`config.mk`:
```
export PLATFORM = sky130hd
export DESIGN_NAME = switch_traffic_monitor
export DESIGN_NICKNAME = d
export VERILOG_FILES = /design/src/rtl/switch_traffic_monitor.sv
export SDC_FILE = /design/constraint.sdc
export NUM_CORES = 1
export LEC_CHECK = 0
export ABC_AREA = 0
export BUFFER_PORTS_ARGS = -buffer_cell sky130_fd_sc_hd__clkbuf_2
export CORE_MARGIN = 4
export CORE_UTILIZATION = 40
export DETAILED_ROUTE_END_ITERATION = 12
export SYNTH_ARGS = -nofsm -noshare
export SYNTH_HDL_FRONTEND = slang
export SYNTH_SLANG_ARGS = --single-unit
export TNS_END_PERCENT = 50
```
`constraint.sdc`:
```
create_clock -name clk -period 10.2 [get_ports clk]
set_clock_uncertainty 0.1 [all_clocks]
set_input_delay 0.51 -clock clk [delete_from_list [all_inputs] [get_ports clk]]
set_output_delay 0.51 -clock clk [all_outputs]
set_load 0.01 [all_outputs]
```
`src/rtl/switch_traffic_monitor.sv`:
```
// Passive end-of-run integrity monitor for an N-port switch: weighted accept/drop/deliver totals plus a drain-and-check FSM.
// Totals update one cycle after the event; per-port readout (MON_PER_PORT_EN) is a 0-cycle mux.
module switch_traffic_monitor #(
    parameter int NUM_PORTS    = 4,
    parameter int CNT_WIDTH    = 16,
    parameter int QUIET_CYCLES = 16,
    parameter int TIMEOUT      = 65535
) (
    input  logic                           clk,
    input  logic                           rst,
    input  logic [NUM_PORTS-1:0]           in_valid,
    input  logic [NUM_PORTS-1:0]           in_full,
    input  logic [NUM_PORTS*NUM_PORTS-1:0] in_target,
    input  logic [NUM_PORTS-1:0]           out_valid,
    input  logic                           clr,
    input  logic                           check_start,
    input  logic                           switch_idle,
    output logic [CNT_WIDTH-1:0]           accepted_total,
    output logic [CNT_WIDTH-1:0]           dropped_total,
    output logic [CNT_WIDTH-1:0]           delivered_total,
    output logic [CNT_WIDTH-1:0]           in_flight,
    output logic                           overflow,
    output logic                           check_done,
    output logic                           check_pass,
    output logic                           timeout,
    output logic [CNT_WIDTH-1:0]           loss_count,
    input  logic [$clog2(NUM_PORTS)-1:0]   rd_sel,
    output logic [CNT_WIDTH-1:0]           rd_drop,
    output logic [CNT_WIDTH-1:0]           rd_deliv
);

    localparam int WW = $clog2(NUM_PORTS*NUM_PORTS+1);
    localparam int EW = CNT_WIDTH + WW + 1;
    localparam int QW = $clog2(QUIET_CYCLES+1);
    localparam int TW = $clog2(TIMEOUT+1);
    localparam logic [CNT_WIDTH-1:0] CMAX = '1;

    typedef enum logic [1:0] {S_IDLE, S_WAIT, S_CHECK, S_DONE} state_t;

    function automatic logic sat_ovf(input logic [CNT_WIDTH-1:0] a, input logic [WW-1:0] b);
        return (EW'(a) + EW'(b)) > EW'(CMAX);
    endfunction

    function automatic logic [CNT_WIDTH-1:0] sat_val(input logic [CNT_WIDTH-1:0] a, input logic [WW-1:0] b);
        return sat_ovf(a, b) ? CMAX : a + CNT_WIDTH'(b);
    endfunction

    state_t          state, state_n;
    logic [QW-1:0]   quiet_cnt;
    logic [TW-1:0]   wait_cnt;
    logic            to_hit;
    logic            is_quiet;
    logic [WW-1:0]   port_w [NUM_PORTS];
    logic [WW-1:0]   acc_w, drop_w, del_w;
    logic            any_ovf;

    always_comb begin
        acc_w  = '0;
        drop_w = '0;
        del_w  = '0;
        for (int i = 0; i < NUM_PORTS; i++) begin
            port_w[i] = '0;
            for (int j = 0; j < NUM_PORTS; j++)
                port_w[i] = port_w[i] + WW'(in_target[i*NUM_PORTS+j]);
            if (in_valid[i] && !in_full[i]) acc_w  = acc_w  + port_w[i];
            if (in_valid[i] &&  in_full[i]) drop_w = drop_w + port_w[i];
            del_w = del_w + WW'(out_valid[i]);
        end
        any_ovf = sat_ovf(accepted_total, acc_w) | sat_ovf(dropped_total, drop_w)
                | sat_ovf(delivered_total, del_w);
    end

    assign in_flight  = accepted_total - delivered_total;
    assign is_quiet   = switch_idle && (in_valid == '0) && (out_valid == '0);
    assign check_done = (state == S_DONE);

    always_comb begin
        state_n = state;
        to_hit  = 1'b0;
        case (state)
            S_IDLE:  if (check_start) state_n = S_WAIT;
            S_WAIT: begin
                // A completed quiet window takes priority over a coincident timeout.
                if (quiet_cnt == QW'(QUIET_CYCLES)) begin
                    state_n = S_CHECK;
                end else if (wait_cnt == TW'(TIMEOUT)) begin
                    state_n = S_CHECK;
                    to_hit  = 1'b1;
                end
            end
            S_CHECK: state_n = S_DONE;
            S_DONE:  if (check_start) state_n = S_WAIT;
            default: state_n = S_IDLE;
        endcase
    end

    always_ff @(posedge clk) begin
        if (rst || clr) begin
            state           <= S_IDLE;
            quiet_cnt       <= '0;
            wait_cnt        <= '0;
            accepted_total  <= '0;
            dropped_total   <= '0;
            delivered_total <= '0;
            overflow        <= 1'b0;
            check_pass      <= 1'b0;
            timeout         <= 1'b0;
            loss_count      <= '0;
        end else begin
            state           <= state_n;
            accepted_total  <= sat_val(accepted_total, acc_w);
            dropped_total   <= sat_val(dropped_total, drop_w);
            delivered_total <= sat_val(delivered_total, del_w);
            overflow        <= overflow | any_ovf;
            if (state == S_WAIT && state_n == S_WAIT) begin
                wait_cnt  <= wait_cnt + TW'(1);
                quiet_cnt <= is_quiet ? quiet_cnt + QW'(1) : '0;
            end else begin
                wait_cnt  <= '0;
                quiet_cnt <= '0;
            end
            if (to_hit)
                timeout <= 1'b1;
            else if (state == S_DONE && check_start)
                timeout <= 1'b0;
            if (state == S_CHECK) begin
                loss_count <= in_flight;
                check_pass <= (in_flight == '0) && !overflow && !timeout;
            end
        end
    end

`ifdef MON_PER_PORT_EN
    logic [CNT_WIDTH-1:0] drop_cnt  [NUM_PORTS];
    logic [CNT_WIDTH-1:0] deliv_cnt [NUM_PORTS];

    // Per-port counters never exceed the totals, so total saturation already covers their overflow.
    always_ff @(posedge clk) begin
        for (int i = 0; i < NUM_PORTS; i++) begin
            if (rst || clr) begin
                drop_cnt[i]  <= '0;
                deliv_cnt[i] <= '0;
            end else begin
                if (in_valid[i] && in_full[i])
                    drop_cnt[i] <= sat_val(drop_cnt[i], port_w[i]);
                deliv_cnt[i] <= sat_val(deliv_cnt[i], WW'(out_valid[i]));
            end
        end
    end

    always_comb begin
        rd_drop  = '0;
        rd_deliv = '0;
        if (int'(rd_sel) < NUM_PORTS) begin
            rd_drop  = drop_cnt[rd_sel];
            rd_deliv = deliv_cnt[rd_sel];
        end
    end
`else
    logic unused_rd_sel;
    assign unused_rd_sel = ^rd_sel;
    assign rd_drop       = '0;
    assign rd_deliv      = '0;
`endif

endmodule

```
Word level (Yosys, flattened, before mapping)
Cells that the tools add are included.
{ "classes": {"n_addsub": 30, "n_bitwise": 5, "mux": 20, "n_reduce_logical": 29, "order_cmp": 3, "eq_ne": 6} }
{ "op_table": {"columns": ["cell", "n"], "rows": [
  ["17-bit by 16-bit greater-than comparator with 1-bit output (second input constant)", 3],
  ["16-bit 2-to-1 mux", 3],
  ["16-bit by 5-bit adder with 17-bit output", 2],
  ["16-bit by 5-bit adder with 16-bit output", 2],
  ["5-bit by 4-bit adder with 5-bit output", 6],
  ["5-bit 2-to-1 mux", 6],
  ["3-bit by 1-bit adder with 4-bit output", 5],
  ["16-bit by 4-bit adder with 17-bit output", 1],
  ["16-bit by 1-bit adder with 16-bit output (second input constant)", 1],
  ["16-bit by 4-bit adder with 16-bit output", 1],
  ["16-bit == test (second input constant)", 1],
  ["16-bit logical NOT", 1],
  ["16-bit subtractor", 1],
  ["2-bit by 1-bit adder with 3-bit output", 5],
  ["1-bit logical AND", 14],
  ["1-bit by 1-bit adder with 2-bit output", 5],
  ["4-bit logical NOT", 2],
  ["4-bit 2-to-1 mux", 2],
  ["1-bit logical NOT", 6],
  ["2-bit 2-to-1 mux", 3],
  ["2-bit one-hot mux with 3 select lines", 1],
  ["5-bit by 1-bit adder with 5-bit output (second input constant)", 1],
  ["5-bit == test (second input constant)", 1],
  ["1-bit 2-to-1 mux", 5],
  ["other kinds (9)", 15]
]} }
{ "word_totals": {"out_inout_bits": 116, "reg_bits": 90, "inputBits": 35} }

Logic depth before layout (Yosys ltp)
{ "depth": {"depth_word": 15, "depth_mapped": 26, "mapped_depth_nobuf": 26} }

Worst setup path before layout
Ideal clock, no wire load.
{ "synth_timing": {"path_kind": "input-to-reg", "start": "in in_target[4]", "end": "reg dropped_total[1]", "arrival_time_ns": 5.578, "slack_ns": 4.452, "setup_ns": 0.070, "stages": 23, "path_cell_list": "inv_1 > fa_1 > inv_1 > ha_1 > ha_1 > fa_1 > mux2i_1 > fa_1 > mux2i_1 > ha_1 > a21o_1 > a21oi_1 > nor2_1 > xnor2_1 > xnor2_1 > ha_1 > o21ai_0 > a21boi_0 > o21ai_1 > or4_1 > clkbuf_1 > clkbuf_1 > a21oi_1"} }
{ "synth_via": {"elab_chain_cells": 12, "elab_cells_between_ends": 13, "cone_classes": "add/sub: 8; order compare: 1; mux: 4"} }
{ "synth_rtl": {"columns": ["item", "line", "source"], "rows": [
  ["start, declared", "13", "input logic [NUM_PORTS*NUM_PORTS-1:0] in_target,"],
  ["1-bit by 1-bit adder with 2-bit output *", "64", "port_w[i] = port_w[i] + WW'(in_target[i*NUM_PORTS+j]);"],
  ["2-bit by 1-bit adder with 3-bit output *", "64", null],
  ["3-bit by 1-bit adder with 4-bit output *", "64", null],
  ["5-bit by 4-bit adder with 5-bit output *", "66", "if (in_valid[i] && in_full[i]) drop_w = drop_w + port_w[i];"],
  ["5-bit 2-to-1 mux *", "66", null],
  ["5-bit by 4-bit adder with 5-bit output", "66", null],
  ["5-bit 2-to-1 mux *", "66", null],
  ["5-bit by 4-bit adder with 5-bit output", "66", null],
  ["5-bit 2-to-1 mux *", "66", null],
  ["16-bit by 5-bit adder with 17-bit output", "41", "return (EW'(a) + EW'(b)) > EW'(CMAX);"],
  ["17-bit by 16-bit greater-than comparator with 1-bit output", "41", null],
  ["16-bit 2-to-1 mux *", "45", "return sat_ovf(a, b) ? CMAX : a + CNT_WIDTH'(b);"],
  ["end signal, assigned", "112", "dropped_total <= sat_val(dropped_total, drop_w);"],
  ["end, declared", "19", "output logic [CNT_WIDTH-1:0] dropped_total,"]
]} }
Mark *: on every way between the ends. The rest lies on a longest branch, timed or not.
A chain may end at the register's enable or synchronous reset.

Worst setup path in the final report
{ "layout_timing": {"start": "in in_target[4]", "end": "reg overflow"} }
{ "layout_via": {"elab_chain_cells": 14, "elab_cells_between_ends": 22, "cone_classes": "add/sub: 11; order compare: 2; mux: 6; bitwise: 3"} }
{ "layout_rtl": {"columns": ["item", "line", "source"], "rows": [
  ["1-bit by 1-bit adder with 2-bit output *", "64", null],
  ["2-bit by 1-bit adder with 3-bit output *", "64", null],
  ["3-bit by 1-bit adder with 4-bit output *", "64", null],
  ["5-bit by 4-bit adder with 5-bit output, on equally long branches", "65, 66", null],
  ["5-bit 2-to-1 mux, on equally long branches", "65, 66", null],
  ["5-bit by 4-bit adder with 5-bit output, on equally long branches", "65, 66", null],
  ["5-bit 2-to-1 mux, on equally long branches", "65, 66", null],
  ["5-bit by 4-bit adder with 5-bit output, on equally long branches", "65, 66", null],
  ["5-bit 2-to-1 mux, on equally long branches", "65, 66", null],
  ["16-bit by 5-bit adder with 17-bit output", "41", null],
  ["17-bit by 16-bit greater-than comparator with 1-bit output", "41", null],
  ["1-bit bitwise OR *", "69", "any_ovf = sat_ovf(accepted_total, acc_w) | sat_ovf(dropped_total, drop_w)"],
  ["1-bit bitwise OR *", "70", "| sat_ovf(delivered_total, del_w);"],
  ["1-bit bitwise OR *", "114", "overflow <= overflow | any_ovf;"],
  ["end signal, assigned", "114", null],
  ["end, declared", "22", "output logic overflow,"]
]} }
Marked as above.

==> impl.org <==
** Outcome
- Status :: finished clean

** Clock network
- The cell sitting at the root of the clock tree is a clkbuf_16.
- The clock reaches the later pin of the worst-skew pair after about 0.35 ns.
- After clock tree synthesis, the clock-pin slew on the worst setup and hold paths is around 0.07 ns.
- Number of buffers added to fix hold violations after cts :: 0
- Resize count post-CTS :: 0
- Depth of the CTS H-tree :: 3
- Number of CTS-inserted buffers :: 9
- The longest clock path from root to sink contains 2 buffers.
- Once the clock tree was built, the setup fixing pass inserted 0 buffers.
- The clock drives 90 sinks.
- Clock tree from TritonCTS :: built

** Timing
- For the pin with the worst max-slew slack, the measured transition is ~1.1 ns.
- Fin crit share :: 0.593
- Setup repair after global routing missed its margin :: no
- In this run the tightest slew margin relative to its limit is 0.270.
- The count of final hold-check violations is 0.
- Max frequency :: about 170 MHz
- Aggregate negative setup slack :: 0 ns
- Max-slew violation count :: 0
- Across all hold checks on the routed design, the worst slack comes to roughly 0.36 ns.
- Time the final worst path needs with I/O delays and setup :: just over 6 ns
- Setup violations remaining at the end of the flow were counted as 0.

** Synth
- The synthesized design contains 0 enable-type register cells.
- Yosys printed 0 warnings.
- Post-synthesis cell count :: 734
- The netlist uses between 60 and 70 different library cells.
- A synthesized cell averages between 8 and 9 um2.
- Of all flip-flops after synthesis, the portion carrying an async set or reset was 0.
- Number of storage elements in the synthesis netlist :: 90
- Syn Std Cell Area :: ~6300 um2
- Dominant synthesized flop cell :: dfxtp_1
- Register area share after synthesis :: 0.286

** Setup path
- Counting buffers and inverters, the worst setup path is 22 cells deep.
- Length in cells of the worst reg-to-reg path :: 9
- The largest individual stage delay along the critical path comes from the cell or4_1.
- Along the worst path, the maximum fanout reaches 14.
- Among the stages of the critical path, the cell type that occurs most often is ha_1.
- Destination of the critical timing path :: overflow
- By startpoint and endpoint, the worst setup path is classified as primary input to flop.
- In this run the register-to-register setup slack is 7.25 ns.
- Arrival time worst endpoint :: around 6.2 ns
- Buffers and inverters on the worst path :: 3
- CP Launch Type :: primary input
- The signal on the critical path passes through clkbuf_2, inv_1, fa_1, inv_1, ha_1, ha_1, fa_1, xnor2_1, o21ai_0, ha_1, xor2_1, o21ai_0, ha_1, xor2_1, mux2_2, ha_1, nor2b_1, o21ai_0, a21boi_0, o21ai_1, or4_1, a41oi_1.
- For this run, the slowest stage of the critical path takes between 0.8 and 0.9 ns.
- In this run the critical register-to-register path is launched from dropped_total[0].
- STA classifies the critical path endpoint as a flop.
- Among cell families on the critical path, the largest total delay comes from adder cells.
- Worst EP required :: between 10 and 15 ns
- Destination of the worst register-to-register timing path :: overflow
- The most critical setup path has its startpoint at in_target[4].

** Drt
- For this block, the initial DRC count from the detailed router was 151.
- Post-Route WL :: 14.2 mm
- In the routed layout, each cell is associated on average with a via count of approximately 4.8.
- Number of vias in the routed layout :: just over 5000
- First-pass DRT Iterations :: 4
- DRC violations left :: 0
- After detailed routing, the average wire length per cell comes to between 10 and 15 um.
- Final ANT Viol Nets :: 0

** Layout
- In the final layout, the share of cells above drive strength 1 is 0.183.
- Final cell count without fillers :: around 1100
- Area growth from synthesis to layout :: 15.3%
- Count of fill cells added during filler insertion :: between 1500 and 2000
- Once layout is complete, the utilization of the core stands at 0.474.
- After the last flow step, the layout net total stands at about 960.
- 0 antenna diodes ended up in the layout.

** Pwr
- Total power per unit cell area :: between 100 and 150 nW/um2
- Summed over all cells, the static leakage comes to 3.23 nW.
- IR analysis of the VDD net gives a maximum drop of between 0.09 and 0.1 mV.

** GRT
- The via count of the first global-routing pass came to approximately 4700.
- Initial antenna violation count :: 0
- Maximum number of pins on one net before global-route repair :: 72
- Global-route wire length before repair :: between 20 and 25 mm
- For this run, the total global-route usage over all layers was measured as 0.159.
- For this run the aggregate overflow at the end of global routing stands at 0.

** Placed design
- In this run the tool buffered the top-level ports with approximately 120 buffer cells.
- Routability Congestion :: around 0.83
- After legalization and detailed placement, the total HPWL measured 11.1 mm.
- Placed cell count :: around 1000

** Floorplan
- The floorplan step set the die height to around 130 um.
- In this run the horizontal extent of the chip is around 130 um.
- In this run the core area contains between 40 and 50 standard-cell rows.
- For this design the top-level I/O count stands at ~150.
- Placeable core region :: 15300 um2
- Die Area :: between 15000 and 20000 um2
- Initial Utilization :: 0.411

** Hold path
- The worst hold path begins at wait_cnt[0].
- The worst hold path belongs to the class flop to flop.

** Job
- Max-cap violations in this run came to 0.
power breakdown:
group / total, mW / internal (mW) / leakage [nW] / switching, mW
Sequential: 0.365 / 0.358 / 0.726 / 0.00712
Combinational: 0.324 / 0.138 / 2.35 / 0.186
Clock: 0.363 / 0.216 / 0.153 / 0.147
Total: 1.05 / 0.712 / 3.23 / 0.340
metrics by stage:
step	power [mW]	worst slack (ns)	instance area, um2
2_1_floorplan	0.612	4.45	6410
3_3_place_gp	0.697	3.82	6940
3_5_place_dp	0.699	3.73	6940
4_1_cts	1.07	4.08	7260
5_1_grt	1.12	3.76	7260
6_report	1.05	4.15	7260
cell usage in the layout, fill, tap and decap left out, types with 9 or more instances in the layout:
cell type | synthesis | layout
clkbuf_2 | 0 | 116
dfxtp_1 | 90 | 90
nor2_1 | 81 | 81
a21oi_1 | 71 | 71
ha_1 | 63 | 63
inv_1 | 58 | 58
nand2_1 | 42 | 42
xnor2_1 | 41 | 41
conb_1 | 1 | 32
xor2_1 | 29 | 29
mux2i_1 | 20 | 20
nand3_1 | 19 | 19
a21o_1 | 16 | 16
fa_1 | 15 | 15
o21ai_0 | 14 | 14
nor3_1 | 14 | 14
nand4_1 | 11 | 11
mux2_2 | 9 | 9
clkbuf_16 | 0 | 9
layout make-up:
class                           count  area, um2  share of cell area
Sequential cell                    90       1800               0.248
Multi-Input combinational cell    568       4070               0.560
Clock buffer                       10        229              0.0316
Clock inverter                      6       90.1              0.0124
Inverter                           58        218              0.0300
Tap cell                          211        264              0.0364
Timing Repair Buffer              117        588              0.0810
Yosys cell counts (2+ instances only):
library cell   n  area, um2
nand2_1       42        158
or2_2          3       18.8
o21ai_0       14       70.1
mux2_2         9        101
a21oi_1       71        355
mux2i_1       20        200
a21o_1        16        120
nor3_1        14       70.1
nor4b_1        2       17.5
a31oi_1        3       18.8
buf_4         32        240
or3_1          3       18.8
clkbuf_1      12       45.0
and3b_1        2       17.5
nand3b_1       3       22.5
nor2b_1        8       50.1
nor4_1         4       25.0
o211ai_1       4       30.0
xor2_1        29        254
buf_2          2       10.0
nor3b_1        2       15.0
dfxtp_1       90       1800
ha_1          63        788
nor2_1        81        304
o21a_1         5       37.5
and3_1         7       43.8
fa_1          15        300
xnor2_1       41        359
a41oi_1        3       26.3
and2_1         2       12.5
o21ai_2        2       17.5
a211oi_1       7       52.6
nand2b_1       7       43.8
o21bai_1       2       15.0
inv_1         58        218
nand3_1       19       95.1
nand4_1       11       68.8
o41ai_1        2       17.5
registers in the layout, summed over array words and instances (netlist names):
signal,flops
accepted_total,16
quiet_cnt,5
wait_cnt,16
dropped_total,16
timeout,1
overflow,1
state,2
loss_count,16
check_pass,1
delivered_total,16
logic make-up after synthesis:
kind of cell,count (synthesis),share of synthesized area
and+or+nand+nor,222,0.177
AOI/OAI and AO/OA,137,0.132
buffers and inverters,107,0.0861
other,1,0.000596
DFF,90,0.286
muxes,29,0.0479
xor gates and xnor gates,70,0.0974
adders and majority gates,78,0.173
worst min path at each step:
stage | endpoint | slack (ns) | cells after the start
after detailed placement | wait_cnt[0] | 0.35 | 1
after floorplan | quiet_cnt[0] | 0.33 | 1
final | wait_cnt[0] | 0.36 | 1
after global placement | wait_cnt[0] | 0.35 | 1
after global routing | state[1] | 0.37 | 3
after CTS | state[1] | 0.35 | 3
per-layer routing:
layer  up-vias  part of all wire  GRT usage
li1       2682                 -          -
met1      2311              0.52      0.238
met2       117              0.42      0.231
met3         6             0.051     0.0332
met4         0            0.0055     0.0446
met5         -                 0          0
Note: power is estimated with default switching activity, not from simulation.
